### config.mk
export PLATFORM = sky130hd
export DESIGN_NAME = list_enabled_item_id_rr
export DESIGN_NICKNAME = d
export VERILOG_FILES = /design/src/rtl/list_enabled_item_id_rr.sv
export SDC_FILE = /design/constraint.sdc
export NUM_CORES = 1
export LEC_CHECK = 0
export ABC_AREA = 1
export CORE_MARGIN = 5
export CORE_UTILIZATION = 54
export CTS_CLUSTER_SIZE = 14
export DETAILED_ROUTE_END_ITERATION = 6
export PLACE_DENSITY = 0.8
export SLEW_MARGIN = 20
export SYNTH_ARGS = -nofsm -noshare
export SYNTH_HDL_FRONTEND = slang
export SYNTH_SLANG_ARGS = --single-unit
### constraint.sdc
create_clock -name clk -period 6.5 [get_ports clk]
set_input_delay 0.65 -clock clk [delete_from_list [all_inputs] [get_ports clk]]
set_output_delay 0.65 -clock clk [all_outputs]
set_load 0.02 [all_outputs]
### src/rtl/list_enabled_item_id_rr.sv
// ============================================================================
// Module      : list_enabled_item_id_rr
// Description : Registered multi-grant round-robin picker. Scans the request
//               vector from a rotating pointer, emits up to GRANT_NUM item
//               ids per transfer behind a valid/ready output register, and
//               advances the pointer past the last granted item.
//               Optional macro LIST_ENABLED_ITEM_ID_RR_PTR_LOAD_EN adds a
//               direct pointer load port (ptr_load / ptr_load_value).
// Revision    : 1.0 - initial release
// ============================================================================
`default_nettype none

module list_enabled_item_id_rr #(
    parameter int ITEM_NUM  = 8,
    parameter int GRANT_NUM = 4,
    localparam int ID_WIDTH  = $clog2(ITEM_NUM),
    localparam int CNT_WIDTH = $clog2(GRANT_NUM + 1)
) (
    input  logic                          clk,
    input  logic                          rst,
    input  logic                          flush,
    input  logic [ITEM_NUM-1:0]           req,
    input  logic                          out_ready,
`ifdef LIST_ENABLED_ITEM_ID_RR_PTR_LOAD_EN
    input  logic                          ptr_load,
    input  logic [ID_WIDTH-1:0]           ptr_load_value,
`endif
    output logic                          out_valid,
    output logic [GRANT_NUM*ID_WIDTH-1:0] grant_id,
    output logic [GRANT_NUM-1:0]          grant_valid,
    output logic [CNT_WIDTH-1:0]          grant_count,
    output logic [ITEM_NUM-1:0]           grant_mask
);

    localparam logic [CNT_WIDTH-1:0] c_grant_num = CNT_WIDTH'(GRANT_NUM);

    // Reject configurations the rotation arithmetic cannot support
    generate
        if ((ITEM_NUM < 2) || ((ITEM_NUM & (ITEM_NUM - 1)) != 0)) begin : g_bad_item_num
            $error("ITEM_NUM must be a power of two and at least 2");
        end
        if ((GRANT_NUM < 1) || (GRANT_NUM > ITEM_NUM)) begin : g_bad_grant_num
            $error("GRANT_NUM must satisfy 1 <= GRANT_NUM <= ITEM_NUM");
        end
    endgenerate

    logic                          r_out_valid;
    logic [GRANT_NUM*ID_WIDTH-1:0] r_grant_id;
    logic [GRANT_NUM-1:0]          r_grant_valid;
    logic [CNT_WIDTH-1:0]          r_grant_count;
    logic [ITEM_NUM-1:0]           r_grant_mask;
    logic [ID_WIDTH-1:0]           r_ptr;

    logic                          w_load;
    logic [ITEM_NUM-1:0]           w_eff_req;
    logic [GRANT_NUM*ID_WIDTH-1:0] w_sel_id;
    logic [GRANT_NUM-1:0]          w_sel_valid;
    logic [CNT_WIDTH-1:0]          w_sel_cnt;
    logic [ITEM_NUM-1:0]           w_sel_mask;
    logic [ID_WIDTH-1:0]           w_sel_last;
    logic [ID_WIDTH-1:0]           w_idx;
    logic [ID_WIDTH-1:0]           w_ptr_nxt;

    // Items still sitting in a valid output are hidden so an accepting edge
    // cannot grant them a second time before upstream drops the request.
    assign w_load    = !r_out_valid || out_ready;
    assign w_eff_req = req & ~(r_out_valid ? r_grant_mask : '0);

    // Walk items in rotation order from the pointer, filling slots in order
    always_comb begin
        w_sel_id    = '0;
        w_sel_valid = '0;
        w_sel_cnt   = '0;
        w_sel_mask  = '0;
        w_sel_last  = '0;
        w_idx       = '0;
        for (int j = 0; j < ITEM_NUM; j++) begin
            w_idx = r_ptr + ID_WIDTH'(j);
            if (w_eff_req[w_idx] && (w_sel_cnt < c_grant_num)) begin
                for (int k = 0; k < GRANT_NUM; k++) begin
                    if (w_sel_cnt == CNT_WIDTH'(k)) begin
                        w_sel_id[k*ID_WIDTH +: ID_WIDTH] = w_idx;
                        w_sel_valid[k]                   = 1'b1;
                    end
                end
                w_sel_mask[w_idx] = 1'b1;
                w_sel_last        = w_idx;
                w_sel_cnt         = w_sel_cnt + CNT_WIDTH'(1);
            end
        end
    end

    // Next pointer: explicit load beats grant-driven advance; empty loads hold
    always_comb begin
        w_ptr_nxt = r_ptr;
        if (w_load && (w_sel_cnt != '0)) begin
            w_ptr_nxt = w_sel_last + ID_WIDTH'(1);
        end
`ifdef LIST_ENABLED_ITEM_ID_RR_PTR_LOAD_EN
        if (ptr_load) begin
            w_ptr_nxt = ptr_load_value;
        end
`endif
    end

    // Output register and pointer; flush clears both, stall holds both
    always_ff @(posedge clk or posedge rst) begin
        if (rst) begin
            r_out_valid   <= 1'b0;
            r_grant_id    <= '0;
            r_grant_valid <= '0;
            r_grant_count <= '0;
            r_grant_mask  <= '0;
            r_ptr         <= '0;
        end else if (flush) begin
            r_out_valid   <= 1'b0;
            r_grant_id    <= '0;
            r_grant_valid <= '0;
            r_grant_count <= '0;
            r_grant_mask  <= '0;
            r_ptr         <= '0;
        end else begin
            if (w_load) begin
                r_out_valid   <= (w_sel_cnt != '0);
                r_grant_id    <= w_sel_id;
                r_grant_valid <= w_sel_valid;
                r_grant_count <= w_sel_cnt;
                r_grant_mask  <= w_sel_mask;
            end
            r_ptr <= w_ptr_nxt;
        end
    end

    assign out_valid   = r_out_valid;
    assign grant_id    = r_grant_id;
    assign grant_valid = r_grant_valid;
    assign grant_count = r_grant_count;
    assign grant_mask  = r_grant_mask;

endmodule

`default_nettype wire

# == Yosys cells after proc, flatten, opt, wreduce, memory -nomap -nowiden ==
# Index checks and enable logic that the tools add are counted.
# op_classes
n_mux,140
n_bitwise,9
reduce_logical,28
add_sub_neg,15
n_eq_ne,21
magnitude_cmp,23
# ops
op,n
$mux W3,47
$mux W12,9
$mux W8,11
$or A8 B8 Y8,7
$mux W1,48
$eq A3 B2 Y1 const B,14
$mux W4,9
$lt A3 B4 Y1 const B,8
$add A3 B1 Y3 const B,9
$bmux W1 S3,8
$demux W1 S3,8
$ge A3 B1 Y1 const B,8
$eq A3 B1 Y1 const B,7
$logic_not A3 Y1,7
$lt A3 B3 Y1 const B,7
$logic_and A1 B1 Y1,16
$add A3 B3 Y3 const B,4
$and A8 B8 Y8,1
$not A8 Y8,1
$add A3 B2 Y3 const B,2
$reduce_bool A2 Y1,2
$reduce_bool A3 Y1,1
$logic_not A1 Y1,1
$logic_or A1 B1 Y1,1
# word_totals
inputBits,12
ff_bits,31

# == Depth between registers and ports, before layout ==
# Gate-level depths: netlist (run 1).
# depth
word_depth,31
depth_mapped,45
ltp_nobuf,41

# == Worst setup path before layout (run 1) ==
# No wires, ideal clock.
# synth_path
kind,register to register
start,register r_ptr[0]
end,register r_ptr[2]
setup_slack_ps,323
required_time_ps,6383
period_less_slack_ps,6177
path_stages_with_launch,41
path_buffers,5
arrival_time_ps,6059
path_cell_list,dfrtp_1 > inv_2 > buf_6 > clkbuf_1 > clkbuf_1 > ha_1 > buf_2 > inv_2 > nand3_1 > nand2_1 > nand2_1 > nand2_1 > inv_1 > fa_1 > ha_1 > ha_1 > inv_1 > nand2_4 > (+5 left out) > nand3_4 > clkinv_2 > nand3_2 > nand2_2 > inv_1 > ha_1 > ha_1 > nor2_1 > nor3_2 > nand2_4 > clkbuf_1 > o211ai_1 > o21ai_0 > ha_1 > inv_1 > nand2_1 > nand4_1 > nand2_1
# synth_via
elab_chain_len,27
word_cells_on_any_way,66
cone_classes,add/sub: 15; order compare: 7; mux: 34; reduce/logical: 10
# synth_rtl
item,line,rtl
"start, declared",52,logic [ID_WIDTH-1:0] r_ptr;
"start signal, assigned",130,r_ptr <= w_ptr_nxt;
$bmux W1 S3,79,if (w_eff_req[w_idx] && (w_sel_cnt < c_grant_num)) begin
$mux W1 (not written as such),79,
$mux W1,79,
$lt A3 B3 Y1,79,
$logic_and A1 B1 Y1,79,
$mux W3,79,
$lt A3 B3 Y1,79,
$logic_and A1 B1 Y1,79,
(+11 left out),--,
$logic_and A1 B1 Y1,79,
$mux W3,79,
$lt A3 B3 Y1,79,
$logic_and A1 B1 Y1,79,
$mux W3,79,
$add A3 B1 Y3 / $reduce_bool A3 Y1 (equally long branches),"97, 96",
$mux W3 / $logic_and A1 B1 Y1 (equally long branches),96,if (w_load && (w_sel_cnt != '0)) begin
$mux W3 / $reduce_bool A2 Y1 (equally long branches),--,
# Several ways; a longest one is shown, not always the timed one. The select of a mux whose other input is x is not followed.
# A chain may end at the register's enable or synchronous reset.

# == Final worst setup path (run 1) ==
# layout_path
start,register r_ptr[1]
end,register r_grant_id[0] (netlist: grant_id[0])
# layout_via
elab_chain_len,26
word_cells_on_any_way,74
cone_classes,add/sub: 13; order compare: 7; mux: 40; reduce/logical: 14
# layout_rtl
item,line,rtl
$bmux W1 S3,79,
$mux W1 (not written as such),79,
$mux W1,79,
$lt A3 B3 Y1,79,
$logic_and A1 B1 Y1,79,
$mux W3,79,
$lt A3 B3 Y1,79,
$logic_and A1 B1 Y1,79,
(+10 left out),--,
$lt A3 B3 Y1,79,
$logic_and A1 B1 Y1,79,
$mux W3,79,
$lt A3 B3 Y1 / $logic_not A3 Y1 (equally long branches),"79, 81",
$logic_and A1 B1 Y1 / $mux W3 (equally long branches),"79, 81",
$mux W12 *,79,
$mux W12 *,123,if (w_load) begin
$mux W12 *,115,end else if (flush) begin
"end signal, assigned",125,r_grant_id <= w_sel_id;
"end, declared",48,logic [GRANT_NUM*ID_WIDTH-1:0] r_grant_id;
# Mark *: on every way between the ends. The rest lies on a longest branch, timed or not. The select of a mux whose other input is x is not followed.

==> flow_summary.yaml, run 1 <==
global_routing:
  grt_pass1_wl_mm: 22.8
  track_usage_pct: 28.9
  grt_max_degree: 32
  antenna_found_initial: 0
  grt_overflow: 0
  grt_pass1_vias: 4521
worst_hold_path:
  hp-class: "register to register"
  hold_depth: 2
  hold-path-endpoint: "grant_id[7]"
  worstHoldStart: "grant_id[7]"
drt:
  drc_errors: 0
  num_vias: 4810
  ant_nets: 0
  drt_iter0_drc: 554
  drt_pass1_iterations: 5
  via_per_inst: 6.03
  wire_per_inst_um: 17.4
  drt_wl_total_mm: 13.9
timing:
  hold_viol: 0
  period_share_pct: 91.2
  worst_pin_slew_ns: 0.709
  maxSlewViolCount: 0
  finClkSkew_ns: 0.00517
  setup_viol: 0
  fin_crit_ns: 5.93
  maxSlewHeadroom_pct: 52.4
  fmax_mhz: 169
  setup_tns_ns: 0
  grt_setup_unrepaired: "no"
logic_synthesis:
  synth_cell_types: 40
  netlist_area_um2: 4170
  synth-seq-cells: 31
  avgSynthCellArea_um2: 6.32
  synthCells: 659
  synth_seq_area_share_pct: 18.6
  syn-num-nets: 706
  yosys_warnings: 0
  synth_edf_count: 0
  synth_top_cells_by_area: "dfrtp_1, nand2_1, nand3_1"
  synth_top_area_share_pct: 18.6
  synth_top_area_cell: "dfrtp_1"
  synth_flop_cell: "dfrtp_1"
  ys_async_sr_fraction_pct: 100
clock_network:
  numCtsBuffers: 5
  htreeDepth: 2
  tritoncts: "done"
  clock-root-buffer: "clkbuf_8"
  clkTransAtPathRegs_ns: 0.07
  clk-insertion-delay-late_ns: 0.28
  hold_buffers: 0
  clockBufferDepth: 2
  cts_sinks: 31
setup_path:
  crit_path_end_kind: "register"
  r2r-end: "grant_id[0]"
  path_delay_family: "simple AND/OR/NAND/NOR gates"
  worstPathMaxFanout: 15
  crit_buf_inv: 11
  reg2reg_depth: 35
  r2r_slack_ns: 0.57
  cpMaxStageDelayCell: "dfrtp_1"
  critPathMaxStageDelay_ns: 0.50
  cp-start-kind: "register"
  cp_data_required_time_ns: 6.67
  rr_startpoint: "r_ptr[1]"
  path_class: "register to register"
  critPathArrivalTime_ns: 6.09
floorplanning:
  ios: 40
  std_cell_rows: 32
  die_y_um: 97.9
  die_area_um2: 9570
  die_w_um: 97.9
  initial_core_util_pct: 54.8
  coreArea_um2: 7610
outcome:
  outcome: "finished, final reports clean"
layout:
  nFillCells: 719
  area_growth_pct: 14.5
  multi_input_area_um2: 2980
  regArea_um2: 777
  drive_gt1_share_pct: 11.6
  num-nets-final: 743
  n_antenna_cell: 0
placement:
  place_congestion: 1.02
  place_hpwl_mm: 10.8
  port_buffers: 39
flow_run:
  drv_cap: 0
metal layers:
layer,GRT usage [%],vias to the layer above,wire (um)
met5,0,-,0
li1,-,2287,-
met2,47.6,259,6470
met4,12.8,0,601
met1,37.1,2212,5730
met3,5.00,52,1100
worst reg2reg max path, delay by kind of cell (launching register included):
kind / cells / cell delay (ns)
fa+ha+maj: 6 / 1.59
flops: 1 / 0.50
buf+inv: 11 / 1.26
simple gates: 18 / 2.45
Yosys cell counts, types with 2 or more instances:
master,number
nand3_4,2
clkbuf_1,10
a22o_1,4
nand3_2,15
nand2_4,8
nand3_1,88
nor2_1,38
buf_1,2
nand2_1,181
nand4_1,4
nand2_8,2
inv_1,59
clkinv_1,2
buf_4,3
o221ai_1,3
nor3_1,5
nand2_2,10
o21ai_1,7
o22ai_1,13
dfrtp_1,31
clkinv_2,2
o21ai_0,57
a21oi_4,2
buf_6,3
a21oi_1,36
inv_2,7
ha_1,34
o211ai_1,11
buf_2,9
logic make-up after synthesis:
group	after synthesis	share of synthesized area (%)
compound gates	137	19.0
simple gates	358	41.5
buf+inv	98	10.1
fa+ha+maj	35	10.7
flops	31	18.6
worst max-delay path by stage:
stage | from | end | slack (ns) | depth (start not counted)
2_1_floorplan | r_ptr[0] | r_ptr[2] | 0.32 | 40
3_3_place_gp | req[5] | r_ptr[2] | 0.49 | 35
3_5_place_dp | req[5] | r_ptr[2] | 0.35 | 37
4_1_cts | r_ptr[0] | r_ptr[2] | 0.40 | 34
5_1_grt | r_ptr[0] | r_ptr[2] | 0.03 | 40
6_report | r_ptr[1] | grant_id[0] | 0.57 | 35
layout by cell type, fill, tap and decap left out, types with 2 or more instances in the layout:
master / netlist / final
a21oi_1: 36 / 36
a21oi_4: 2 / 2
a22o_1: 4 / 4
buf_4: 3 / 18
clkbuf_8: 0 / 6
clkdlybuf4s50_1: 0 / 39
clkinv_1: 2 / 2
clkinv_2: 2 / 3
dfrtp_1: 31 / 30
ha_1: 34 / 34
inv_1: 59 / 57
inv_2: 7 / 8
nand2_1: 181 / 181
nand2_2: 10 / 10
nand2_4: 8 / 8
nand2_8: 2 / 2
nand3_1: 88 / 88
nand3_2: 15 / 15
nand3_4: 2 / 2
nand4_1: 4 / 4
nor2_1: 38 / 38
nor3_1: 5 / 5
o211ai_1: 11 / 11
o21ai_0: 57 / 57
o21ai_1: 7 / 7
o221ai_1: 3 / 3
o22ai_1: 13 / 13
what timing repair did:
item                                   CTS  global route
setup endpoints to repair                0            14
endpoints found under the hold margin    0             0
buffers inserted                         0             0
resized for setup                        0             5
metrics by stage:
stage | cells | instance area [um^2] | setup slack [ns] | util [%] | hold WS [ns]
after CTS | 798 | 4760 | 0.404 | 62.6 | 0.486
after global routing | 798 | 4770 | 0.0336 | 62.7 | 0.499
after detailed placement | 791 | 4670 | 0.351 | 61.4 | 0.469
final | 798 | 4770 | 0.575 | 62.7 | 0.485
after global placement | 791 | 4670 | 0.494 | 61.4 | 0.467
after floorplan | 659 | 4170 | 0.323 | - | 0.591
area by class of cell:
cell class	count	share of cell area (%)
inverter	71	5.85
clock inverter	1	0.105
tap	102	2.67
sequential	31	16.3
multi-input combinational	530	62.3
clock buffer	6	1.73
timing repair buffer	57	11.0
flip-flops by register name, indices dropped and copies added, names as in the netlist:
name	count
grant_id	12
grant_mask	8
grant_valid	4
grant_count	3
r_ptr	3
out_valid	1
Power of run 1 is not shown: default switching activity piles up to over one toggle a cycle in this logic, so the estimate is an artifact.
==> run 2, diff against run 1 <==
- clock period: 6.5 -> 5 ns (I/O delays scaled with it)
==> run 2 against run 1 <==
  * The flow now finishes with violations (DRC, setup timing)
  * Final cell count up 11%
  * Setup slack got worse by 0.66 ns
  * Core utilization up 15 points
  * Via count increased by 12%
  * Flip-flop and latch count unchanged
  * Final area increased by 24%
  * Wire length rose by 23%
  * Register-to-register slack got worse by 0.66 ns
  * Sequential share of layout area decreased by 3.1 points
==> flow_summary.yaml, run 2 (same netlist as run 1, synthesis figures left out) <==
setup_path:
  cp-start-kind: "register"
  cpMaxStageDelayCell: "fa_2"
  critPathMaxStageDelay_ns: 0.61
  path_class: "register to register"
  critPathArrivalTime_ns: 5.32
  crit_path_end_kind: "register"
  cp_data_required_time_ns: 5.23
  worstPathMaxFanout: 8
clock_network:
  cts_sinks: 31
  clockBufferDepth: 2
  tritoncts: "done"
  clkTransAtPathRegs_ns: 0.08
  clock-root-buffer: "clkbuf_8"
  clk-insertion-delay-late_ns: 0.30
  numCtsBuffers: 5
  htreeDepth: 2
outcome:
  failed_checks: "DRC, setup timing"
  outcome: "finished, violations left"
timing:
  fmax_mhz: 197
  worst_slack_ns: -0.0878
  grt_setup_unrepaired: "yes"
  setup_viol: 2
  maxSlewHeadroom_pct: 48.3
  fin_crit_ns: 5.09
  setup_tns_ns: -0.0907
  maxSlewViolCount: 0
  worst_pin_slew_ns: 0.771
  period_share_pct: 102
  hold_viol: 0
  finClkSkew_ns: 0.0135
global_routing:
  antenna_found_initial: 0
  grt_pass1_vias: 5143
  grt_max_degree: 32
  track_usage_pct: 32.2
  grt_overflow: 0
  grt_pass1_wl_mm: 25.2
layout:
  num-nets-final: 834
  final_common_cell: "nand2_1"
  layout_common_cells: "nand2_1, buf_4, nand3_1"
  nFillCells: 531
  regArea_um2: 779
  n_antenna_cell: 0
  multi_input_area_um2: 3360
  largest_reg_flops: 12
  area_growth_pct: 41.7
  drive_gt1_share_pct: 30.7
drt:
  drt_iter0_drc: 569
  drc_errors: 4
  drt_pass1_iterations: 7
  num_vias: 5379
  via_per_inst: 6.05
  wire_per_inst_um: 19.2
  ant_nets: 0
  drt_wl_total_mm: 17.1
flow_run:
  drv_cap: 0
floorplanning:
  die_w_um: 97.9
  die_y_um: 97.9
  initial_core_util_pct: 54.8
  coreArea_um2: 7610
  die_area_um2: 9570
  std_cell_rows: 32
  ios: 40
placement:
  port_buffers: 39
  place_hpwl_mm: 12.1
  place_congestion: 1.05
worst_hold_path:
  hp-class: "register to register"
## run 2: cell types whose count changed in the layout (fill, tap and decap cells not counted), moves of 13 or more
cell | previous run | this run
buf_4 | 18 | 105
ha_1 | 34 | 19
nand2_1 | 181 | 165
nand2_2 | 10 | 23
nand3_1 | 88 | 66
nand3_2 | 15 | 30
## run 2: stage by stage
| step | util (%) | area [um^2] | hold WS (ns) | std cells | setup slack, ns |
|---|---|---|---|---|---|
| detailed placement | 71.5 | 5440 | 0.469 | 860 | -0.224 |
| finish | 77.6 | 5900 | 0.489 | 889 | -0.0878 |
| global route | 77.6 | 5900 | 0.522 | 889 | -0.232 |
| global placement | 71.5 | 5440 | 0.464 | 860 | -0.0203 |
| floorplan | - | 4470 | 0.563 | 659 | -0.288 |
| CTS | 72.6 | 5530 | 0.486 | 867 | 0.0261 |
## run 2: timing repair
action | 4_1_cts | 5_1_grt
endpoints found under the setup margin | 18 | 31
buffers inserted | 0 | 21
gates resized for setup | 3 | 61
hold buffers | 0 | 0
gates cloned | 0 | 1
hold endpoints to repair | 0 | 0
pin swaps | 0 | 21
## run 2: path summary, 6_finish.rpt
path	startpoint	to	slack, ns	cells after the start
min in group asynchronous	rst	grant_mask[0]	0.64	2
worst max-delay path	out_valid	grant_mask[5]	-0.09	32
worst min-delay path	grant_id[7]	grant_id[7]	0.49	2
worst min register to register	grant_id[7]	grant_id[7]	0.49	2
max in group asynchronous	rst	r_ptr[1]	3.88	2
worst max register to register	out_valid	grant_mask[5]	-0.09	32
## run 2: layer usage
layer	GRT usage, %	vias up	part of all wire (%)
li1	-	2460	-
met1	40.0	2491	38
met2	56.1	326	48
met3	4.50	102	8.4
met4	12.5	0	5.9
met5	0	-	0
## run 2: area by class of cell
type,instances,share of cell area [%]
well taps,102,2.16
flip-flops and latches,31,13.2
clock inverters,1,0.0848
multi-input cells,530,56.9
repair buffers,148,21.0
clock buffers,6,1.40
inverters,71,5.21
## run 2: worst max-delay path, delay by kind of cell (launching register included)
family                   cells  cell delay, ns
AND/OR/NAND/NOR             17            1.71
adder cells (fa/ha/maj)      6            1.66
buffers and inverters        8            0.76
flip-flops                   1            0.43
AO/OA/AOI/OAI                1            0.43
Power of run 2 is left out for the same reason.
